`config.mk`:
```
export PLATFORM = sky130hd
export DESIGN_NAME = multicycle_controller
export DESIGN_NICKNAME = d
export VERILOG_FILES = /design/src/rtl/riscv_ctrl_pkg.sv /design/src/rtl/multicycle_controller_mem_wait_timer.sv /design/src/rtl/multicycle_controller.sv
export SDC_FILE = /design/constraint.sdc
export NUM_CORES = 1
export LEC_CHECK = 0
export ABC_AREA = 1
export CAP_MARGIN = 5
export CORE_MARGIN = 10
export CORE_UTILIZATION = 36
export DETAILED_ROUTE_END_ITERATION = 16
export PLACE_DENSITY = 0.88
export SETUP_SLACK_MARGIN = 0.02
export SLEW_MARGIN = 20
export SYNTH_ARGS = -nofsm -noshare
export SYNTH_HDL_FRONTEND = slang
export SYNTH_SLANG_ARGS = --single-unit
```
`constraint.sdc`:
```
create_clock -name clk -period 1.4 [get_ports clk]
set_input_delay 0.28 -clock clk [delete_from_list [all_inputs] [get_ports clk]]
set_output_delay 0.28 -clock clk [all_outputs]
set_load 0.005 [all_outputs]
```
`src/rtl/riscv_ctrl_pkg.sv`:
```
// Shared definitions for the multicycle RISC-V controller: state encoding,
// opcode constants and datapath select encodings.
package riscv_ctrl_pkg;

  typedef enum logic [3:0] {
    ST_FETCH     = 4'd0,
    ST_DECODE    = 4'd1,
    ST_EXEC_R    = 4'd2,
    ST_EXEC_ADDR = 4'd3,
    ST_EXEC_BR   = 4'd4,
    ST_MEM_RD    = 4'd5,
    ST_MEM_WR    = 4'd6,
    ST_WB_R      = 4'd7,
    ST_WB_MEM    = 4'd8,
    ST_TRAP      = 4'd9
  } state_t;

  localparam logic [6:0] OP_LOAD   = 7'b0000011;
  localparam logic [6:0] OP_RTYPE  = 7'b0110011;
  localparam logic [6:0] OP_BRANCH = 7'b1100011;
  localparam logic [6:0] OP_STORE  = 7'b0100011;

  localparam logic [1:0] ALU_ADD   = 2'b00;
  localparam logic [1:0] ALU_SUB   = 2'b01;
  localparam logic [1:0] ALU_FUNCT = 2'b10;

  localparam logic [1:0] SRCB_RS2  = 2'b00;
  localparam logic [1:0] SRCB_FOUR = 2'b01;
  localparam logic [1:0] SRCB_IMM  = 2'b10;

  // States that talk to memory and may be stretched by wait cycles.
  function automatic logic is_mem_state(input state_t s);
    return (s == ST_FETCH) || (s == ST_MEM_RD) || (s == ST_MEM_WR);
  endfunction

endpackage

```
`src/rtl/multicycle_controller_mem_wait_timer.sv`:
```
// Counts consecutive memory wait cycles; raises expired once the count
// reaches MEM_TIMEOUT. MEM_TIMEOUT = 0 disables expiry entirely.
module mem_wait_timer #(
  parameter int MEM_TIMEOUT = 15
) (
  input  logic clk,
  input  logic reset,
  input  logic clear,
  input  logic waiting,
  output logic expired
);

  localparam int W = (MEM_TIMEOUT < 1) ? 1 : $clog2(MEM_TIMEOUT + 1);
  localparam logic [W-1:0] LIMIT = W'(MEM_TIMEOUT);

  logic [W-1:0] count_reg;

  // Saturating wait counter; clear has priority over counting.
  always_ff @(posedge clk) begin
    if (reset || clear) begin
      count_reg <= '0;
    end else if (waiting && (count_reg != LIMIT)) begin
      count_reg <= count_reg + W'(1);
    end
  end

  assign expired = (MEM_TIMEOUT != 0) && (count_reg == LIMIT);

endmodule

```
`src/rtl/multicycle_controller.sv`:
```
// Moore FSM sequencing a shared single-ALU, single-memory RISC-V datapath.
// Handles load/store/R-type/branch, memory wait states with a timeout trap
// and a sticky illegal-opcode trap.
// Optional retired-instruction counter: define MULTICYCLE_INSTRET_EN.
module multicycle_controller
  import riscv_ctrl_pkg::*;
#(
  parameter int MEM_TIMEOUT = 15,
  parameter int CNT_W       = 32
) (
  input  logic             clk,
  input  logic             reset,
  input  logic [6:0]       opcode,
  input  logic             mem_ready,
  output logic             pc_write,
  output logic             pc_write_cond,
  output logic             pc_source,
  output logic             ir_write,
  output logic             mem_read,
  output logic             mem_write,
  output logic             mem_to_reg,
  output logic             reg_write,
  output logic             alu_src_a,
  output logic [1:0]       alu_src_b,
  output logic [1:0]       alu_op,
  output logic [3:0]       state_o,
  output logic             trap,
  output logic [CNT_W-1:0] instret
);

  state_t state_reg;
  state_t state_next;

  logic in_mem;
  logic waiting;
  logic timer_clear;
  logic expired;
  logic timeout_hit;

  assign in_mem      = is_mem_state(state_reg);
  assign waiting     = in_mem && !mem_ready;
  // Restart the count on every state change and outside memory states, so
  // each memory state entry starts from zero.
  assign timer_clear = !in_mem || (state_next != state_reg);
  assign timeout_hit = expired && waiting;

  mem_wait_timer #(
    .MEM_TIMEOUT(MEM_TIMEOUT)
  ) u_timer (
    .clk    (clk),
    .reset  (reset),
    .clear  (timer_clear),
    .waiting(waiting),
    .expired(expired)
  );

  // State register; reset aborts whatever instruction is in flight.
  always_ff @(posedge clk) begin
    if (reset) begin
      state_reg <= ST_FETCH;
    end else begin
      state_reg <= state_next;
    end
  end

  // Next-state and Moore outputs (FETCH gates ir/pc write with mem_ready).
  always_comb begin
    state_next    = state_reg;
    pc_write      = 1'b0;
    pc_write_cond = 1'b0;
    pc_source     = 1'b0;
    ir_write      = 1'b0;
    mem_read      = 1'b0;
    mem_write     = 1'b0;
    mem_to_reg    = 1'b0;
    reg_write     = 1'b0;
    alu_src_a     = 1'b0;
    alu_src_b     = SRCB_RS2;
    alu_op        = ALU_ADD;
    trap          = 1'b0;

    case (state_reg)
      ST_FETCH: begin
        mem_read  = 1'b1;
        alu_src_b = SRCB_FOUR;
        ir_write  = mem_ready;
        pc_write  = mem_ready;
        if (mem_ready)        state_next = ST_DECODE;
        else if (timeout_hit) state_next = ST_TRAP;
      end
      ST_DECODE: begin
        // ALU precomputes the branch target PC + imm into ALUOut.
        alu_src_b = SRCB_IMM;
        case (opcode)
          OP_LOAD, OP_STORE: state_next = ST_EXEC_ADDR;
          OP_RTYPE:          state_next = ST_EXEC_R;
          OP_BRANCH:         state_next = ST_EXEC_BR;
          default:           state_next = ST_TRAP;
        endcase
      end
      ST_EXEC_R: begin
        alu_src_a  = 1'b1;
        alu_src_b  = SRCB_RS2;
        alu_op     = ALU_FUNCT;
        state_next = ST_WB_R;
      end
      ST_WB_R: begin
        reg_write  = 1'b1;
        state_next = ST_FETCH;
      end
      ST_EXEC_ADDR: begin
        alu_src_a = 1'b1;
        alu_src_b = SRCB_IMM;
        if (opcode == OP_LOAD)       state_next = ST_MEM_RD;
        else if (opcode == OP_STORE) state_next = ST_MEM_WR;
        else                         state_next = ST_TRAP;
      end
      ST_MEM_RD: begin
        mem_read = 1'b1;
        if (mem_ready)        state_next = ST_WB_MEM;
        else if (timeout_hit) state_next = ST_TRAP;
      end
      ST_WB_MEM: begin
        reg_write  = 1'b1;
        mem_to_reg = 1'b1;
        state_next = ST_FETCH;
      end
      ST_MEM_WR: begin
        mem_write = 1'b1;
        if (mem_ready)        state_next = ST_FETCH;
        else if (timeout_hit) state_next = ST_TRAP;
      end
      ST_EXEC_BR: begin
        alu_src_a     = 1'b1;
        alu_src_b     = SRCB_RS2;
        alu_op        = ALU_SUB;
        pc_write_cond = 1'b1;
        pc_source     = 1'b1;
        state_next    = ST_FETCH;
      end
      ST_TRAP: begin
        trap = 1'b1;
      end
      default: begin
        state_next = ST_TRAP;
      end
    endcase
  end

  assign state_o = state_reg;

`ifdef MULTICYCLE_INSTRET_EN
  logic             retire;
  logic [CNT_W-1:0] instret_reg;

  assign retire = (state_reg == ST_WB_R) || (state_reg == ST_WB_MEM) ||
                  (state_reg == ST_EXEC_BR) ||
                  ((state_reg == ST_MEM_WR) && mem_ready);

  // Retired-instruction counter, wraps naturally at 2^CNT_W.
  always_ff @(posedge clk) begin
    if (reset) begin
      instret_reg <= '0;
    end else if (retire) begin
      instret_reg <= instret_reg + CNT_W'(1);
    end
  end

  assign instret = instret_reg;
`else
  assign instret = {CNT_W{1'b0}};
`endif

endmodule
```
* Yosys cells after proc, flatten, opt, wreduce, memory -nomap -nowiden
Index checks and enable logic that the tools add are counted.
** Cells by class
- Reduce and logical (&&, ||, !) cells :: 16
- Multiplexer cells :: 18
- Equal/unequal tests :: 16
- Add/sub/neg operators :: 1
** Operator list (count)
- 4-bit case mux with 8 select lines :: 1
- 4-bit two-way mux :: 6
- 4-bit by 3-bit == test with 1-bit output (second input constant) :: 4
- 7-bit by 6-bit == test with 1-bit output (second input constant) :: 2
- 4-bit == test (second input constant) :: 3
- 4-bit case mux with 3 select lines :: 1
- 4-bit by 2-bit == test with 1-bit output (second input constant) :: 2
- 1-bit two-way mux :: 8
- 2-bit case mux with 2 select lines :: 2
- 2-bit OR reduction :: 4
- 7-bit by 2-bit == test with 1-bit output (second input constant) :: 1
- 7-bit == test (second input constant) :: 1
- 3-bit OR reduction :: 2
- 4-bit by 1-bit adder with 4-bit output (second input constant) :: 1
- 4-bit by 1-bit == test with 1-bit output (second input constant) :: 1
- 4-bit zero test :: 1
- 1-bit logical OR :: 4
- 4-bit != test :: 1
- 4-bit != test (second input constant) :: 1
- 1-bit logical AND :: 3
- 1-bit zero test :: 2
** Word-level totals
- Output and inout bits :: 50
- Register bits after elaboration :: 8
- Word-level logic and storage cells :: 53
- Input port bits :: 10

* Longest topological paths before layout
- Depth in word-level cells :: 11
- Gate-level depth with buffers :: 11
- Depth with buffers taken out :: 10

* Modules after synthesis
A second synthesis with hierarchy kept.
** Second synthesis, totals
- Cells, all modules :: 165
- Area, all modules :: 1011.0 um^2
** By module, submodules not included
- multicycle_controller :: area each 810.8 um^2, times used 1, sequential area each 80.1 um^2, cells an instance 136
- mem_wait_timer :: area each 200.2 um^2, times used 1, sequential area each 80.1 um^2, cells an instance 29

* Worst setup path before layout
No wires, ideal clock.
- Path type :: register to output
- From :: register state_reg[1], in the netlist state_o[1]
- To :: output alu_op[0]
- Stages on the path, launching flop included :: 6
- Path buffers :: 2
- Slack :: 0.131 ns
- Data arrival time :: 0.989 ns
- Cells stage by stage :: dfxtp_1 -> buf_6 -> nor2_1 -> inv_1 -> nor2_1 -> buf_4
** On the way
- Cells in the longest elaborated chain, start to end :: 2
- Elaborated cells on any way between the ends :: 3
** RTL lines
- start, declared :: line multicycle_controller.sv:31 : state_t state_reg;
- start signal, assigned :: line multicycle_controller.sv:62 : state_reg <= state_next;
- 4-bit by 3-bit == test with 1-bit output or 4-bit by 2-bit == test with 1-bit output (tied branches) :: line multicycle_controller.sv:82 : case (state_reg)
- 2-bit case mux with 2 select lines * :: line multicycle_controller.sv:82
- end, declared :: line multicycle_controller.sv:25 : output logic [1:0] alu_op,
Mark *: on every way between the ends. The rest lies on a longest branch, timed or not.

* Worst setup path in the final report
- From :: register state_reg[2], in the netlist state_o[2]
- To :: output alu_src_b[1]
** On the way
- Cells in the longest elaborated chain, start to end :: 3
- Elaborated cells on any way between the ends :: 5
** RTL lines
- 4-bit by 2-bit == test with 1-bit output or 4-bit by 1-bit == test with 1-bit output (tied branches) :: line multicycle_controller.sv:82
- 2-bit OR reduction (no line)
- 2-bit case mux with 2 select lines * :: line multicycle_controller.sv:82
- end, declared :: line multicycle_controller.sv:24 : output logic [1:0] alu_src_b,
Marks and branches as above.

==> metrics.txt <==
# TYPE chip_impl_metric gauge
chip_impl_metric{name="worst_ir_drop_vdd",unit="mV"} 0.534
chip_impl_metric{name="vias",unit=""} 978
chip_impl_metric{name="fmax",unit="MHz"} 676
chip_impl_metric{name="routabilityCongestion",unit=""} 0.823
chip_impl_metric{name="avgSynthCellArea",unit="µm²"} 6.24
chip_impl_info{name="timing.hold.worst.class",value="reg -> reg"} 1
chip_impl_metric{name="grtUsageMet1",unit="%"} 9.53
chip_impl_metric{name="syn2layout_area_growth",unit="%"} 49.5
chip_impl_metric{name="seq_area_frac_synth",unit="%"} 17.3
chip_impl_metric{name="synth_area",unit="µm²"} 923
chip_impl_metric{name="fp.dieH",unit="µm"} 70.6
chip_impl_info{name="cts.root.buffer_cell",value="sky130_fd_sc_hd__clkbuf_4"} 1
chip_impl_metric{name="portBuffers",unit=""} 27
chip_impl_metric{name="groute.usage.overall",unit="%"} 9.68
chip_impl_metric{name="post_drt_via_cell_ratio",unit=""} 4.39
chip_impl_info{name="failed_checks",value="setup timing"} 1
chip_impl_metric{name="grtUsageMet3",unit="%"} 4.32
chip_impl_metric{name="post_detailed_route_wirelength_per_cell",unit="µm"} 12.5
chip_impl_metric{name="max_cap_viol_count",unit=""} 0
chip_impl_metric{name="antennaDiodeCount",unit=""} 0
chip_impl_info{name="classification_of_the_worst_setup_path",value="reg -> out"} 1
chip_impl_info{name="cts_tree",value="done"} 1
chip_impl_metric{name="clock_tree.htree_level_count",unit=""} 1
chip_impl_info{name="layout.cells.most_common_list",value="32 x sky130_fd_sc_hd__conb_1, 15 x sky130_fd_sc_hd__nand2_1, 15 x sky130_fd_sc_hd__buf_4, 13 x sky130_fd_sc_hd__nor2_1"} 1
chip_impl_metric{name="worst-path-buf-inv",unit=""} 3
chip_impl_metric{name="drt_first_iter_violations",unit=""} 26
chip_impl_metric{name="path_clk_slew",unit="ns"} 0.05
chip_impl_info{name="timing.critical_path.max_delay_family",value="flip-flops"} 1
chip_impl_metric{name="largest_net_degree_at_the_start_of_global_routing",unit=""} 7
chip_impl_metric{name="core_region_area",unit="mm²"} 0.00245
chip_impl_info{name="critPathLaunchType",value="flip-flop"} 1
chip_impl_metric{name="ys_types",unit=""} 26
chip_impl_metric{name="synth_warnings",unit=""} 0
chip_impl_metric{name="fp-row-count",unit=""} 18
chip_impl_metric{name="multiInputGateArea",unit="µm²"} 669
chip_impl_info{name="critical_path.slowest_cell",value="sky130_fd_sc_hd__dfxtp_4"} 1
chip_impl_metric{name="first_pass_grt_wire_length",unit="µm"} 4150
chip_impl_info{name="rsz0062_at_grt",value="true"} 1
chip_impl_metric{name="worst-endpoint-arrival",unit="ns"} 1.20
chip_impl_metric{name="start_util",unit="%"} 37.6
chip_impl_info{name="crit_path_frequent_cell",value="sky130_fd_sc_hd__buf_6"} 1
chip_impl_metric{name="vias_in_the_first_global_route",unit=""} 960
chip_impl_metric{name="insertion_delay",unit="ns"} 0.25
chip_impl_metric{name="setup_slack",unit="ns"} -0.0793
chip_impl_metric{name="ant_nets",unit=""} 0
chip_impl_metric{name="seqCellArea",unit="µm²"} 175
chip_impl_metric{name="total_detailed_routing_wirelength",unit="µm"} 2790
chip_impl_metric{name="total_clock_buffers_created_by_cts",unit=""} 3
chip_impl_metric{name="clkSinkCount",unit=""} 8
chip_impl_metric{name="synth-seq-cells",unit=""} 8
chip_impl_metric{name="grt_antenna_before_repair",unit=""} 0
chip_impl_metric{name="min_period",unit="ns"} 1.48
chip_impl_metric{name="cellPowerDensity",unit="mW/mm²"} 777
chip_impl_info{name="layout.cells.most_common",value="sky130_fd_sc_hd__conb_1"} 1
chip_impl_info{name="grt_busiest_layer",value="met2"} 1
chip_impl_metric{name="post-route-drc-count",unit=""} 0
chip_impl_metric{name="timing.final.hold_violations",unit=""} 0
chip_impl_metric{name="detailedPlacementHpwl",unit="µm"} 2090
chip_impl_metric{name="drtPass1Iterations",unit=""} 4
chip_impl_metric{name="critPathMaxStageDelay",unit="ns"} 0.37
chip_impl_info{name="crit_chain",value="nor2_4 > buf_6 > buf_6 > nand2_4 > nand2_2 > buf_6"} 1
chip_impl_metric{name="leakage",unit="nW"} 0.694
chip_impl_metric{name="worst-endpoint-required",unit="ns"} 1.12
chip_impl_metric{name="fillerInstances",unit=""} 248
chip_impl_metric{name="top_level_ports",unit=""} 60
chip_impl_metric{name="cp_max_fo",unit=""} 4
chip_impl_metric{name="setup-tns-final",unit="ns"} -0.346
chip_impl_metric{name="floorplan.die_area",unit="mm²"} 0.00499
chip_impl_metric{name="final.setup_skew",unit="ns"} 0.000865
chip_impl_metric{name="slew_violations",unit=""} 0
chip_impl_metric{name="num-nets-final",unit=""} 206
chip_impl_info{name="critical_path.endpoint_type",value="primary output"} 1
chip_impl_metric{name="finalSetupViolCount",unit=""} 13
chip_impl_metric{name="die_width",unit="µm"} 70.6
chip_impl_metric{name="globalRouteOverflowTotal",unit=""} 0
chip_impl_metric{name="met2_usage",unit="%"} 18.0
chip_impl_metric{name="synth_cells",unit=""} 148
chip_impl_metric{name="max-clock-path-buffers",unit=""} 2
chip_impl_metric{name="r2r_setup_slack",unit="ns"} -0.03
chip_impl_metric{name="period_share",unit="%"} 106
chip_impl_metric{name="ratio_of_cells_with_drive_above_1_in_the_final_layout",unit="%"} 44.6
chip_impl_metric{name="power_after_layout",unit="mW"} 1.07
chip_impl_info{name="outcome",value="finished, violations left"} 1
## cell type report
type / instances / share of cell area, %
clock buffers: 3 / 1.63
well taps: 30 / 2.72
multi-input cells: 116 / 48.5
inverters: 18 / 5.44
flip-flops and latches: 8 / 12.7
repair buffers: 48 / 29.0
## synth_stat cells
library cell / instances / area share, %
sky130_fd_sc_hd__a21boi_0: 1 / 0.81
sky130_fd_sc_hd__a21oi_1: 8 / 4.3
sky130_fd_sc_hd__a31o_2: 1 / 0.95
sky130_fd_sc_hd__buf_4: 35 / 28
sky130_fd_sc_hd__buf_6: 2 / 2.4
sky130_fd_sc_hd__clkinv_2: 1 / 0.54
sky130_fd_sc_hd__conb_1: 1 / 0.41
sky130_fd_sc_hd__dfxtp_1: 8 / 17
sky130_fd_sc_hd__ha_1: 1 / 1.4
sky130_fd_sc_hd__inv_1: 16 / 6.5
sky130_fd_sc_hd__inv_2: 1 / 0.41
sky130_fd_sc_hd__nand2_1: 24 / 9.8
sky130_fd_sc_hd__nand2_2: 3 / 2.0
sky130_fd_sc_hd__nand3_1: 10 / 5.4
sky130_fd_sc_hd__nand3_2: 1 / 1.1
sky130_fd_sc_hd__nand4_1: 1 / 0.68
sky130_fd_sc_hd__nor2_1: 23 / 9.3
sky130_fd_sc_hd__nor2_2: 3 / 2.0
sky130_fd_sc_hd__nor3_1: 1 / 0.54
sky130_fd_sc_hd__o2111a_1: 1 / 1.2
sky130_fd_sc_hd__o211ai_1: 1 / 0.81
sky130_fd_sc_hd__o21a_1: 1 / 0.81
sky130_fd_sc_hd__o21ai_0: 1 / 0.54
sky130_fd_sc_hd__o21ai_1: 1 / 0.54
sky130_fd_sc_hd__o22ai_1: 1 / 0.68
sky130_fd_sc_hd__xor2_1: 1 / 0.95
## power breakdown
part	switching (mW)	internal (mW)
combinational	0.317	0.305
clock	0.0724	0.0977
sequential	0.0318	0.248
## repair_timing
action | in CTS | in global routing
pin swaps | 13 | 14
hold endpoints to repair | 0 | 0
hold buffers | 0 | 0
endpoints found under the setup margin | 25 | 21
gates resized for setup | 92 | 32
setup buffers | 4 | 0
## final timing paths
kind | endpoint | cells after the start | start
worst max register to register | state_o[3]$_SDFF_PP0_ | 12 | state_o[2]$_SDFF_PP0_
worst min register to register | u_timer.count_reg[0]$_SDFFE_PP0P_ | 1 | u_timer.count_reg[0]$_SDFFE_PP0P_
worst min-delay path | u_timer.count_reg[0]$_SDFFE_PP0P_ | 1 | u_timer.count_reg[0]$_SDFFE_PP0P_
worst max-delay path | alu_src_b[1] | 6 | state_o[2]$_SDFF_PP0_
## logic make-up after synthesis
logic type / Yosys count / synth area share [%]
AND/OR/NAND/NOR: 66 / 30.9
buffers and inverters: 55 / 38.3
AO/OA/AOI/OAI: 16 / 10.7
flip-flops: 8 / 17.3
XOR/XNOR: 1 / 0.949
adder cells (fa/ha/maj): 1 / 1.35
other: 1 / 0.406
## metrics by stage
stage          area (µm²)  setup slack, ns  instances  utilization, %  hold WS [ns]
4_1_cts              1290          -0.0947        223            52.5         0.473
3_3_place_gp         1190           -0.373        216            48.5         0.446
5_1_grt              1380           -0.130        223            56.2         0.503
3_5_place_dp         1190           -0.368        216            48.5         0.454
2_1_floorplan        1040            0.131        179               -         0.349
6_report             1380          -0.0793        223            56.2         0.478
## routing by layer
metal | part of all wire (%) | vias to the layer above
met1 | 37 | 450
met2 | 55 | 33
met3 | 7.0 | 2
li1 | - | 493
met4 | 0.29 | 0
met5 | 0 | -
Power figures use the tool's default switching activity.
==> patch 1 (same settings) <==
`CNT_W`: 32 -> 16.
--- a/src/rtl/multicycle_controller.sv
+++ b/src/rtl/multicycle_controller.sv
@@ -8,3 +8,3 @@
   parameter int MEM_TIMEOUT = 15,
-  parameter int CNT_W       = 32
+  parameter int CNT_W       = 16
 ) (
Interface: changed (resized instret); port bits go from 60 to 44. The function was not compared with the original's and may differ.
==> patch 1 against the unedited design <==
The run still ends with negative setup slack left. Final area grew 1.0%. Count of clock-buffer cells in the layout unchanged. Sequential cell count did not move. Synthesized area shrank 13%. Core utilization rose by 8.0 points. Critical endpoint unchanged. Sequential share of layout area is 0.13 points lower. Setup slack improved by 38 ps. Power rose by 4.3%. Routed wire length is 1.5% lower.
==> patch 1: results (changes against the unedited design) <==
- Status: finished with violations
- Violated checks: negative setup slack
- Main area contributors after synthesis: dfxtp_1 20%, buf_4 18%, nand2_1 11%, nor2_1 11%, inv_1 7.5%
- Top cells by count, synth: 24 x nand2_1, 23 x nor2_1, 19 x buf_4, 16 x inv_1, 10 x nand3_1
- Placed cell count: 198 (-8.3%)
- Sequential fraction of the synthesis area: 0.1994 (+0.02594)
- Gpl congestion: 0.8243 (+0.11%)
- Met2 WL: 1506 microns (-2.3%)
- R2R depth: 10 (-2)
- DP Worst Slack: -363.6 ps (+4.350 ps)
- Via/cell ratio: 4.647 (+6.0%)
- P_seq: 0.000281 W (about the same)
- Postcts setup bufs: 5 (+1)
- Setup violations, final: 10 (-3)
- Fin Setup TNS: -253.0 ps (+92.63 ps)
- Wire length on met3: 229 microns (+17%)
- Post-DP HPWL: 1831 microns (-12%)
- Syn Inst Count: 132 (-11%)
- Clock Skew: 6.844 ps (+5.979 ps)
- Dpl cell area: 0.001127 sq mm (-5.3%)
- Nets@finish: 192 (-6.8%)
- Critical R2R Launch: state_o[1]$_SDFF_PP0_
- Critical path arrival: 1160 ps (-40 ps)
- Root Driver: clkbuf_4
- Per-cell routed wire length: 13.27 microns (+6.1%)
- Layout cells sized above 1: 0.4972 (+0.05161)
- CTS resizes: 87 (-5.4%)
- Final-layout fill cell count: 192 (-23%)
- Drt total wl: 2747 microns (-1.5%)
- LEAKAGE: 0.6700 nW (-3.5%)
- Post-layout worst setup margin: -41.76 ps (+37.58 ps)
- Reg power frac: 0.251 (-0.010)
- R2r endpoint: u_timer.count_reg[2]$_SDFFE_PP0P_
- Final Hold Slack: 473.2 ps (-5.270 ps)
- Vias in the first global route: 889 (-7.4%)
==> patch 1: cell types whose count changed in the layout (fill, tap and decap cells not counted), moves of 3 or more <==
cell,before,now
conb_1,32,16
nand3_2,5,2
nand2_1,15,11
nor2_4,6,10
inv_2,6,3
nand2_4,3,6
nor2_2,7,2
==> patch 1: layout make-up <==
class                           instances  area (sq um)  share of cell area
Inverter                               18         77.57             0.05566
Timing Repair Buffer                   50         412.9              0.2962
Sequential cell                         8         175.2              0.1257
Tap cell                               28         35.03             0.02513
Clock buffer                            3         22.52             0.01616
Multi-Input combinational cell        100         670.6              0.4811
==> patch 1: logic make-up (layout without fill, tap and decap cells) <==
group | Yosys count | in the layout | share of synthesized area
buffers and inverters | 39 | 71 | 0.2913
other | 1 | 16 | 0.004668
XOR/XNOR | 1 | 1 | 0.01091
AND/OR/NAND/NOR | 66 | 66 | 0.3551
AO/OA/AOI/OAI | 16 | 16 | 0.1231
adder cells (fa/ha/maj) | 1 | 1 | 0.01557
flip-flops | 8 | 8 | 0.1994
==> patch 1: metal layers <==
metal,vias to the layer above,global-route usage
met2,37,0.2073
met3,7,0.03967
met4,0,0.03590
met5,-,0
met1,440,0.1146
li1,478,-
==> patch 1: worst max path at each step <==
stage | start | end | slack, ps | cells past startpoint
final | state_o[2]$_SDFF_PP0_ | alu_src_b[1] | -40 | 6
after detailed placement | mem_ready | ir_write | -360 | 4
after global routing | state_o[0]$_SDFF_PP0_ | mem_write | -110 | 5
after CTS | state_o[2]$_SDFF_PP0_ | reg_write | -150 | 5
after floorplan | state_o[1]$_SDFF_PP0_ | alu_op[0] | 130 | 5
after global placement | mem_ready | ir_write | -350 | 4
==> patch 2 (same flow settings) <==
Made on the original files. The option `MULTICYCLE_INSTRET_EN` is turned on by a define.
--- a/src/rtl/multicycle_controller.sv
+++ b/src/rtl/multicycle_controller.sv
@@ -4,2 +4,4 @@
 // Optional retired-instruction counter: define MULTICYCLE_INSTRET_EN.
+`define MULTICYCLE_INSTRET_EN
+
 module multicycle_controller
Check against the original RTL: not equivalent (Yosys sat finds a counterexample within 4 cycles, from zero or initial values and one cycle with reset high).
==> patch 2 against the unedited design <==
The flow still finishes with violations (negative setup slack). Sequential cell count is 32 higher. Critical path depth is 1 higher. Final area grew to 3.5 times the old value. Final cell count grew to 3.2 times the old value. Clock skew is 5.0 ps higher. Power grew to 3.4 times the old value. Synthesized cell count grew to 3.1 times the old value. Maximum frequency is 11% lower. Global-route usage is 10 points higher. Routed wire length grew to 4.5 times the old value. Synthesized area grew to 2.9 times the old value. Sequential share of layout area is 5.3 points higher. Setup slack worse by 180 ps. Via count grew to 3.9 times the old value. Critical path type unchanged. Largest cell class unchanged. Highest routed layer unchanged.
==> patch 2: results (changes against the unedited design) <==
- Status: finished with violations
- Violated checks: negative setup slack
- Reg power frac: 0.335 (+0.074)
- H-tree Lvls: 2 (+1)
- R2r endpoint: instret[11]$_SDFFE_PP0P_
- Compound-Gate Fraction of Synth Area: 0.1080 (+0.0009373)
- Critical R2R Launch: state_o[1]$_SDFF_PP0_
- Layout cells sized above 1: 0.4493 (+0.003751)
- R2R depth: 10 (-2)
- Drt total wl: 12560 microns (+350%)
- Main area contributors after synthesis: dfxtp_1 30%, nand2_1 23%, nor2_1 11%, inv_1 7.3%, nand3_1 5.4%
- DRT Pass-1 Iters: 5 (+1)
- Top cells by count, synth: 163 x nand2_1, 79 x nor2_1, 53 x inv_1, 40 x dfxtp_1, 29 x nand3_1
- Max reg flops: 32
- Fin Setup TNS: -9463 ps (-9117 ps)
- M1 WL: 4217 microns (+310%)
- GRT Total Usage: 0.1966 (+0.09973)
- Peak VDD IR: 0.0003554 V (-33%)
- Switching fraction of total power: 0.3477 (-0.04540)
- Reg clk slew, reported paths: 80 ps (+30 ps)
- Critical Path Max Stage Delay: 400 ps (+30 ps)
- Setup violations, final: 54 (+41)
- Gpl congestion: 0.9990 (+21%)
- Number of buffers added on ports: 59 (+120%)
- GR Layer Usage met3: 0.05868 (+0.01545)
- Setup slack, reg-to-reg: -250 ps (-220 ps)
- Synth Area in XOR/XNOR: 0.01938 (+0.009897)
- Largest net degree at the start of global routing: 19 (+12)
- Met2 WL: 6510 microns (+320%)
- Total power: 0.003637 W (+240%)
- Vias: 3773 (+290%)
- LEAKAGE: 2.185 nW (+210%)
- First-pass GRT wire length: 18320 microns (+340%)
- Root Driver: clkbuf_8
- Final-layout fill cell count: 566 (+130%)
- CTS Buf Count: 5 (+2)
- Clock share of power: 0.263 (+0.104)
- Clock Skew: 5.850 ps (+4.985 ps)
- Post-Synth Adder-Cell Area: 0.009229 (-0.004321)
- GRT met2 Usage: 0.3573 (+0.1777)
- Nets@finish: 623 (+200%)
- Clk_lat worst skew: 300 ps (+50 ps)
- Sequential fraction of the synthesis area: 0.2953 (+0.1219)
- Post-layout worst setup margin: -262.7 ps (-183.4 ps)
- Iter 0 DRT Violations: 313 (+1100%)
- Wire length on met3: 1096 microns (+460%)
- Crit path max-delay family: buffers and inverters
- Count of cell types in the netlist: 29 (+12%)
- Post-DP HPWL: 7078 microns (+240%)
- Met1 usage: 0.1952 (+0.09997)
## patch 2: changes by cell type after synthesis, moves of 3 or more
cell	change
a21oi_2	+9
nand2_2	+6
nand3_1	+19
o21ai_0	+8
nor2_1	+56
nand2_1	+139
inv_2	+3
inv_1	+37
a21oi_1	+18
buf_4	-30
dfxtp_1	+32
clkbuf_1	+4
xor2_1	+5
## patch 2: final cells by class
type                            count  area, sq um  share of cell area
Inverter                           58        260.3             0.05313
Tap cell                           99        123.9             0.02529
Sequential cell                    40        879.6              0.1796
Multi-Input combinational cell    354         2128              0.4345
Clock buffer                        6        72.57             0.01481
Clock inverter                      2        35.03            0.007152
Timing Repair Buffer              152         1399              0.2856
## patch 2: timing repair
| item | CTS | global route |
|---|---|---|
| endpoints found under the setup margin | 90 | 56 |
| buffers inserted | 28 | 8 |
| gates cloned | 3 | 0 |
| resized for setup | 266 | 75 |
| pin swaps | 34 | 38 |
## patch 2: how the worst max path moves through the flow
stage	from	endpoint	slack, ps
after floorplan	instret[0]$_SDFFE_PP0P_	instret[12]$_SDFFE_PP0P_	20
after global placement	mem_ready	ir_write	-360
after detailed placement	mem_ready	ir_write	-420
after CTS	state_o[0]$_SDFF_PP0_	instret[2]$_SDFFE_PP0P_	-150
after global routing	state_o[1]$_SDFF_PP0_	mem_write	-300
final	state_o[1]$_SDFF_PP0_	mem_write	-260
## patch 2: metrics by stage
stage	util	area (sq um)	std cells	hold WS, ps	setup slack [ps]
finish	0.6718	4898	711	472.6	-262.7
global route	0.6718	4898	711	500.3	-302.2
CTS	0.6321	4609	707	455.7	-153.9
detailed placement	0.5276	3847	670	448.1	-415.6
global placement	0.5276	3847	670	448.6	-359.8
floorplan	-	2741	463	428.7	22.23
